`config.mk`:
```
export PLATFORM = sky130hd
export DESIGN_NAME = data_stream_burst_sched
export DESIGN_NICKNAME = d
export VERILOG_FILES = /design/src/rtl/data_stream_burst_sched.sv
export SDC_FILE = /design/constraint.sdc
export NUM_CORES = 1
export LEC_CHECK = 0
export CORE_AREA = 4 4 121 123
export CTS_BUF_LIST = sky130_fd_sc_hd__clkbuf_2 sky130_fd_sc_hd__clkbuf_4 sky130_fd_sc_hd__clkbuf_8
export CTS_CLUSTER_DIAMETER = 100
export CTS_CLUSTER_SIZE = 8
export DETAILED_ROUTE_END_ITERATION = 10
export DIE_AREA = 0 0 125 127
export GPL_ROUTABILITY_DRIVEN = 0
export PLACE_DENSITY = 0.71
export SETUP_SLACK_MARGIN = 0.5
export SLEW_MARGIN = 20
export SYNTH_ARGS = -nofsm -noshare
export SYNTH_HDL_FRONTEND = slang
export SYNTH_SLANG_ARGS = --single-unit
```
`constraint.sdc`:
```
create_clock -name i_clk -period 5.6 [get_ports i_clk]
set_clock_uncertainty 0.15 [all_clocks]
set_input_delay 0.84 -clock i_clk [delete_from_list [all_inputs] [get_ports i_clk]]
set_output_delay 0.84 -clock i_clk [all_outputs]
set_load 0.02 [all_outputs]
```
`src/rtl/data_stream_burst_sched.sv`:
```
// Sequences one packet generator through a list of NoC destinations, one fixed-length burst per entry.
// Latency: i_go edge -> o_busy/o_gen_start two cycles later; final burst beat -> o_gen_start low next cycle.
// Backpressure: only beats with valid & ready count toward a burst; a stalled generator simply lengthens the burst.
module data_stream_burst_sched #(
    parameter int NUM_DEST = 4,
    parameter int BURST_W  = 16
) (
    input  logic                  i_clk,
    input  logic                  i_reset,
    input  logic                  i_go,
    input  logic                  i_stop,
    input  logic                  i_loop,
    input  logic [4:0]            i_num_dests,
    input  logic [NUM_DEST*4-1:0] i_dest_list,
    input  logic [BURST_W-1:0]    i_burst_len,
    input  logic [7:0]            i_gap_cycles,
    input  logic                  i_beat_valid,
    input  logic                  i_beat_ready,
    output logic                  o_gen_start,
    output logic                  o_gen_enable,
    output logic [3:0]            o_dest_addr,
    output logic                  o_busy,
    output logic                  o_done,
    output logic                  o_aborted,
    output logic [3:0]            o_cur_idx,
    output logic [31:0]           o_total_beats,
    output logic [15:0]           o_overrun_beats
);

    typedef enum logic [1:0] {
        S_IDLE,
        S_BURST,
        S_DRAIN,
        S_GAP
    } state_t;

    state_t               state;
    logic                 go_q;
    logic                 go_rise;
    logic                 abort_flag;
    logic                 drain_low;
    logic [BURST_W-1:0]   beat_cnt;
    logic [7:0]           gap_cnt;

    logic                 beat;
    logic [4:0]           eff_dests;
    logic [4:0]           last_idx;
    logic                 is_last;
    logic [3:0]           next_idx;
    logic [BURST_W-1:0]   eff_burst;
    logic [7:0]           eff_gap;

    // Destination nibble for list entry k.
    function automatic logic [3:0] dest_at(input logic [NUM_DEST*4-1:0] lst, input logic [3:0] k);
        return lst[4*int'(k) +: 4];
    endfunction

    // Effective (clamped) configuration and next-index arithmetic.
    always_comb begin
        beat = i_beat_valid & i_beat_ready;

        if (i_num_dests == 5'd0) begin
            eff_dests = 5'd1;
        end else if (i_num_dests > 5'(NUM_DEST)) begin
            eff_dests = 5'(NUM_DEST);
        end else begin
            eff_dests = i_num_dests;
        end
        last_idx = eff_dests - 5'd1;
        is_last  = ({1'b0, o_cur_idx} == last_idx);
        next_idx = is_last ? 4'd0 : (o_cur_idx + 4'd1);

        eff_burst = (i_burst_len == '0) ? BURST_W'(1) : i_burst_len;
        eff_gap   = (i_gap_cycles < 8'd2) ? 8'd2 : i_gap_cycles;
    end

    // Registered rising-edge detect on i_go. go_q resets high so a level held
    // through reset must drop and rise again before it starts a sequence.
    always_ff @(posedge i_clk) begin
        if (i_reset) begin
            go_q    <= 1'b1;
            go_rise <= 1'b0;
        end else begin
            go_q    <= i_go;
            go_rise <= i_go & ~go_q;
        end
    end

    // Sequencer FSM; every output is a register updated here.
    always_ff @(posedge i_clk) begin
        if (i_reset) begin
            state           <= S_IDLE;
            abort_flag      <= 1'b0;
            drain_low       <= 1'b0;
            beat_cnt        <= '0;
            gap_cnt         <= '0;
            o_gen_start     <= 1'b0;
            o_gen_enable    <= 1'b0;
            o_dest_addr     <= 4'd0;
            o_busy          <= 1'b0;
            o_done          <= 1'b0;
            o_aborted       <= 1'b0;
            o_cur_idx       <= 4'd0;
            o_total_beats   <= 32'd0;
            o_overrun_beats <= 16'd0;
        end else begin
            o_done <= 1'b0;
            case (state)
                S_IDLE: begin
                    if (go_rise) begin
                        state           <= S_BURST;
                        abort_flag      <= 1'b0;
                        beat_cnt        <= '0;
                        o_gen_start     <= 1'b1;
                        o_gen_enable    <= 1'b1;
                        o_busy          <= 1'b1;
                        o_aborted       <= 1'b0;
                        o_cur_idx       <= 4'd0;
                        o_dest_addr     <= dest_at(i_dest_list, 4'd0);
                        o_total_beats   <= 32'd0;
                        o_overrun_beats <= 16'd0;
                    end
                end

                S_BURST: begin
                    // A stop request only marks the sequence; the burst in flight finishes.
                    if (i_stop) begin
                        abort_flag <= 1'b1;
                    end
                    if (beat) begin
                        o_total_beats <= o_total_beats + 32'd1;
                        if (beat_cnt + BURST_W'(1) == eff_burst) begin
                            state        <= S_DRAIN;
                            drain_low    <= 1'b0;
                            o_gen_start  <= 1'b0;
                            o_gen_enable <= 1'b0;
                        end else begin
                            beat_cnt <= beat_cnt + BURST_W'(1);
                        end
                    end
                end

                S_DRAIN: begin
                    // Beats the generator still pushes after enable drops are overrun.
                    if (beat) begin
                        o_total_beats <= o_total_beats + 32'd1;
                        if (o_overrun_beats != 16'hFFFF) begin
                            o_overrun_beats <= o_overrun_beats + 16'd1;
                        end
                    end
                    if (!i_beat_valid) begin
                        if (drain_low) begin
                            state   <= S_GAP;
                            gap_cnt <= eff_gap - 8'd1;
                        end else begin
                            drain_low <= 1'b1;
                        end
                    end else begin
                        drain_low <= 1'b0;
                    end
                end

                S_GAP: begin
                    if (gap_cnt != 8'd0) begin
                        gap_cnt <= gap_cnt - 8'd1;
                    end else if (abort_flag) begin
                        state     <= S_IDLE;
                        o_busy    <= 1'b0;
                        o_done    <= 1'b1;
                        o_aborted <= 1'b1;
                    end else if ((is_last && !i_loop) || i_stop) begin
                        state  <= S_IDLE;
                        o_busy <= 1'b0;
                        o_done <= 1'b1;
                    end else begin
                        state        <= S_BURST;
                        beat_cnt     <= '0;
                        o_cur_idx    <= next_idx;
                        o_dest_addr  <= dest_at(i_dest_list, next_idx);
                        o_gen_start  <= 1'b1;
                        o_gen_enable <= 1'b1;
                    end
                end

                default: begin
                    state <= S_IDLE;
                end
            endcase
        end
    end

endmodule

```
Word level (Yosys, flattened, before mapping)

Index checks and enable logic that the tools add are counted.

Flip-flop bits (word level): 90
Bits in latches: 0
RAM bits: 0
Memory bits (read-only): 0
Input bits: 52
Output and inout port bits: 61
Word-level logic and storage cells: 140
Memories kept: 0

Add/subtract/negate cells: 7
$mul: 0
Div/mod/pow operators: 0
$lt $le $gt $ge: 2
Eq/ne operators: 22
Shift operators: 1
Mux-type cells: 62
Bitwise logic cells: 4
Reductions and logical operators: 27

Operators with widths:

| cell                    | count |
|---|---|
| $mux W16                | 9 |
| $mux W32                | 2 |
| $pmux W32 S2            | 1 |
| $pmux W16 S3            | 1 |
| $mux W4                 | 9 |
| $add A16 B1 Y16 const B | 2 |
| $add A32 B1 Y32 const B | 1 |
| $mux W8                 | 4 |
| $pmux W16 S2            | 1 |
| $ne A2 B2 Y1 const B    | 14 |
| $mux W1                 | 18 |
| $eq A16 B16 Y1          | 1 |
| $logic_not A16 Y1       | 1 |
| $ne A16 B16 Y1 const B  | 1 |
| $pmux W4 S2             | 2 |
| $pmux W8 S2             | 1 |
| $reduce_and A4 Y1       | 4 |
| $shiftx A16 B7 Y4       | 1 |
| $sub A8 B1 Y8 const B   | 2 |
| $reduce_and A7 Y1       | 2 |
| $mux W2                 | 6 |
| $reduce_bool A2 Y1      | 6 |
| $mux W5                 | 2 |
| $reduce_and A3 Y1       | 3 |
| 25 further kinds        | 31 |

Depth between registers and ports, before layout

Depth after elaboration: 11
Mapped depth: 12

Least setup slack after synthesis

OpenSTA, ideal clock, no wires.

Kind: input -> register
Start point: input i_num_dests[2]
End point: register beat_cnt[11]
Setup time: 0.095 ns
Arrival time: 3.021 ns
Path slack: 2.334 ns
Stages: 10
Cells stage by stage: nor3_1 -> nand2b_1 -> ha_1 -> xnor2_1 -> o21a_1 -> a311o_1 -> a21oi_2 -> nand2_1 -> or3_1 -> o311ai_1

Word-level cells in the longest chain between the ends: 9

Ends and longest elaborated chain:

| what                          | RTL line | source |
|---|---|---|
| start, declared               | 13       | `input logic [4:0] i_num_dests,` |
| $gt A5 B3 Y1                  | 64       | `end else if (i_num_dests > 5'(NUM_DEST)) begin` |
| $mux W5                       | 64       |  |
| $mux W5 *                     | 62       | `if (i_num_dests == 5'd0) begin` |
| $sub A5 B1 Y5 *               | 69       | `last_idx = eff_dests - 5'd1;` |
| $eq A4 B5 Y1 *                | 70       | `is_last = ({1'b0, o_cur_idx} == last_idx);` |
| $logic_and A1 B1 Y1 *         | 171      | `end else if ((is_last && !i_loop) \|\| i_stop) begin` |
| $logic_or A1 B1 Y1 *          | 171      |  |
| $ne A2 B2 Y1 (no line) *      | --       |  |
| $reduce_and A7 Y1 (no line) * | --       |  |
| end signal, assigned          | 138      | `beat_cnt <= beat_cnt + BURST_W'(1);` |
| end, declared                 | 42       | `logic [BURST_W-1:0] beat_cnt;` |

Every way passes the cells marked *; elsewhere a longest branch is shown, timed or not.
A chain may end at the register's enable or synchronous reset.

Worst setup path in the final report

Start point: input i_num_dests[2]
End point: register beat_cnt[0]

The elaborated chain is that of the path after synthesis.

==> impl_metrics.ini <==
[logic_synthesis]
ys_seq_area_share_pct = 34.0
yosysWarnings = 0
synth_area_um2 = 5310
syn-num-nets = 723
synth.ff_latch_count = 90
async_flop_share_pct = 0
synth_top_cell_area_share_pct = 34.0
synth.avg_cell_area_um2 = 8.03
ys.flop_type = dfxtp_1
yosysMostFrequentCell = dfxtp_1
synth_area_leaders = dfxtp_1, xor2_1, nor2_1
synthTopCellsByCount = dfxtp_1, nor2_1, nand2_1
synth_top_area_cell = dfxtp_1
ys_types = 65
synth_enable_flop_cells = 0
syn_inst = 661

[cts]
clock_latency_ps = 370
clk_pin_slew_worst_paths_ps = 90
clock-sinks = 90
cts_max_level = 3
post_cts_buffers = 0
cts-root-buf = clkbuf_8
cts_hold_buf = 0
cts_buffers = 9
cts_tree = yes
ctsResizeCount = 0
clockBufferDepth = 2

[die]
rows = 43
initial_core_util_pct = 38.8
die_x_um = 125
core_um2 = 13700
pin_count = 113
dieArea_um2 = 15900
die_h_um = 127

[drt]
remaining_drc_errors = 0
dr.pass1.iters = 4
routed-via-count = 5038
wl_per_cell_um = 14.1
wl_met3_um = 569
m1WireLength_um = 6270
ant_nets = 0
routed-wl-met2_um = 6250
wirelength_um = 13200
routed.top_layer = met4
vias_per_cell = 5.37
drt_first_iter_violations = 290

[min_path]
hold_class = reg2reg

[cells_and_area]
final_core_util_pct = 49.3
layout-drive-gt1-share_pct = 4.62
fin_area_um2 = 6730
final_cell_count_no_fill = 938
num_antenna_cells = 0
finalNetCount = 815
multi_input_area_um2 = 3290
n_fill_cell = 1368
area_growth_pct = 26.9
seq_area_um2 = 1800

[timing]
finalHoldViolations = 0
period_minus_slack_ps = 3710
hold_slack_ps = 259
slew_headroom_pct = 33.6
fin_ws_ps = 1890
min_period_over_period_pct = 66.3
final.setup.tns_ps = 0
worstMarginPinSlew_ps = 993
final_max_slew_viol_count = 0
fmax_mhz = 269
setup_viol = 0
rsz0062_at_grt = false

[placement]
dp.cells = 922
place.port_buffers = 112
hpwl_um = 9870
dpl_cell_area_um2 = 6520
pre_cts_ws_ps = 1510

[grt]
grt_overflow = 0
grt_pass1_wl_um = 22000
grt_pass1_vias = 4522
grt_max_degree = 40
antenna_found_initial = 0
grtUsageTotal_pct = 16.3

[worst_setup_path]
cp.arrival_ps = 3820
critPathRequiredTime_ps = 5710
cp-start-kind = input port
cp-end-kind = register
cp_max_fo = 11
crit_type = in2reg

[power_and_ir_drop]
p_leak_nw = 2.20
finalPower_mw = 1.66
ir_drop_mv = 0.128
powerDensity_nw_per_um2 = 246

[job]
cap_violations = 0

[outcome]
status = finished, final reports clean
## flip-flops by register name (all words and copies together), names as in the netlist
name             count
go_rise              1
drain_low            1
o_done               1
state                2
o_dest_addr          4
gap_cnt              8
o_aborted            1
o_gen_enable         1
o_busy               1
go_q                 1
beat_cnt            16
o_overrun_beats     16
abort_flag           1
o_total_beats       32
o_cur_idx            4
## report_power, final
part / switching (mW) / internal [mW]
Clock: 0.248 / 0.218
Sequential: 0.0315 / 0.677
Combinational: 0.290 / 0.193
Total: 0.569 / 1.09
## per-layer routing
layer / vias to the layer above / GRT usage [%]
met4: 0 / 3.13
met3: 11 / 4.01
met5: - / 0
met2: 106 / 26.7
met1: 2349 / 22.2
li1: 2572 / -
## logic make-up after synthesis
kind of cell	share of synthesized area, %
AO/OA/AOI/OAI	18.5
XOR/XNOR	10.1
adder cells (fa/ha/maj)	2.36
buffers and inverters	4.06
flip-flops	34.0
multiplexers	2.69
AND/OR/NAND/NOR	28.4
## layout by cell type, fill, tap and decap left out, types with 16 or more instances in the layout
cell             synthesis  layout
nand2_1                 62      62
nor2_1                  73      73
xnor2_1                 29      29
dfxtp_1                 90      90
or3_1                   16      16
nand3_1                 26      26
clkdlybuf4s50_1          0     112
o21ai_0                 29      29
inv_1                   16      16
nand4_1                 17      17
xor2_1                  32      32
a21oi_1                 42      42
## path summary, 6_finish.rpt
kind | startpoint | endpoint | slack, ps | cells past startpoint
setup / recovery | i_num_dests[2] | beat_cnt[0] | 1890 | 11
hold / removal | go_q | go_rise | 260 | 1
setup reg to reg | beat_cnt[0] | beat_cnt[0] | 2280 | 8
hold reg to reg | go_q | go_rise | 260 | 1
## area by class of cell
class	count	share of cell area [%]
Inverter	16	0.892
Multi-Input combinational cell	521	48.9
Sequential cell	90	26.8
Clock buffer	10	1.95
Timing Repair Buffer	115	17.0
Tap cell	180	3.35
Clock inverter	6	1.12
## worst max-delay path, cell delays in order
cell	delay (ps)
clkdlybuf4s50_1	410
nor3_1	320
nand2b_1	100
ha_1	220
xnor2_1	130
o21a_1	190
a311o_1	440
a21oi_2	390
nor2_1	280
a21o_1	240
mux2_2	260
Power figures use the tool's default switching activity.
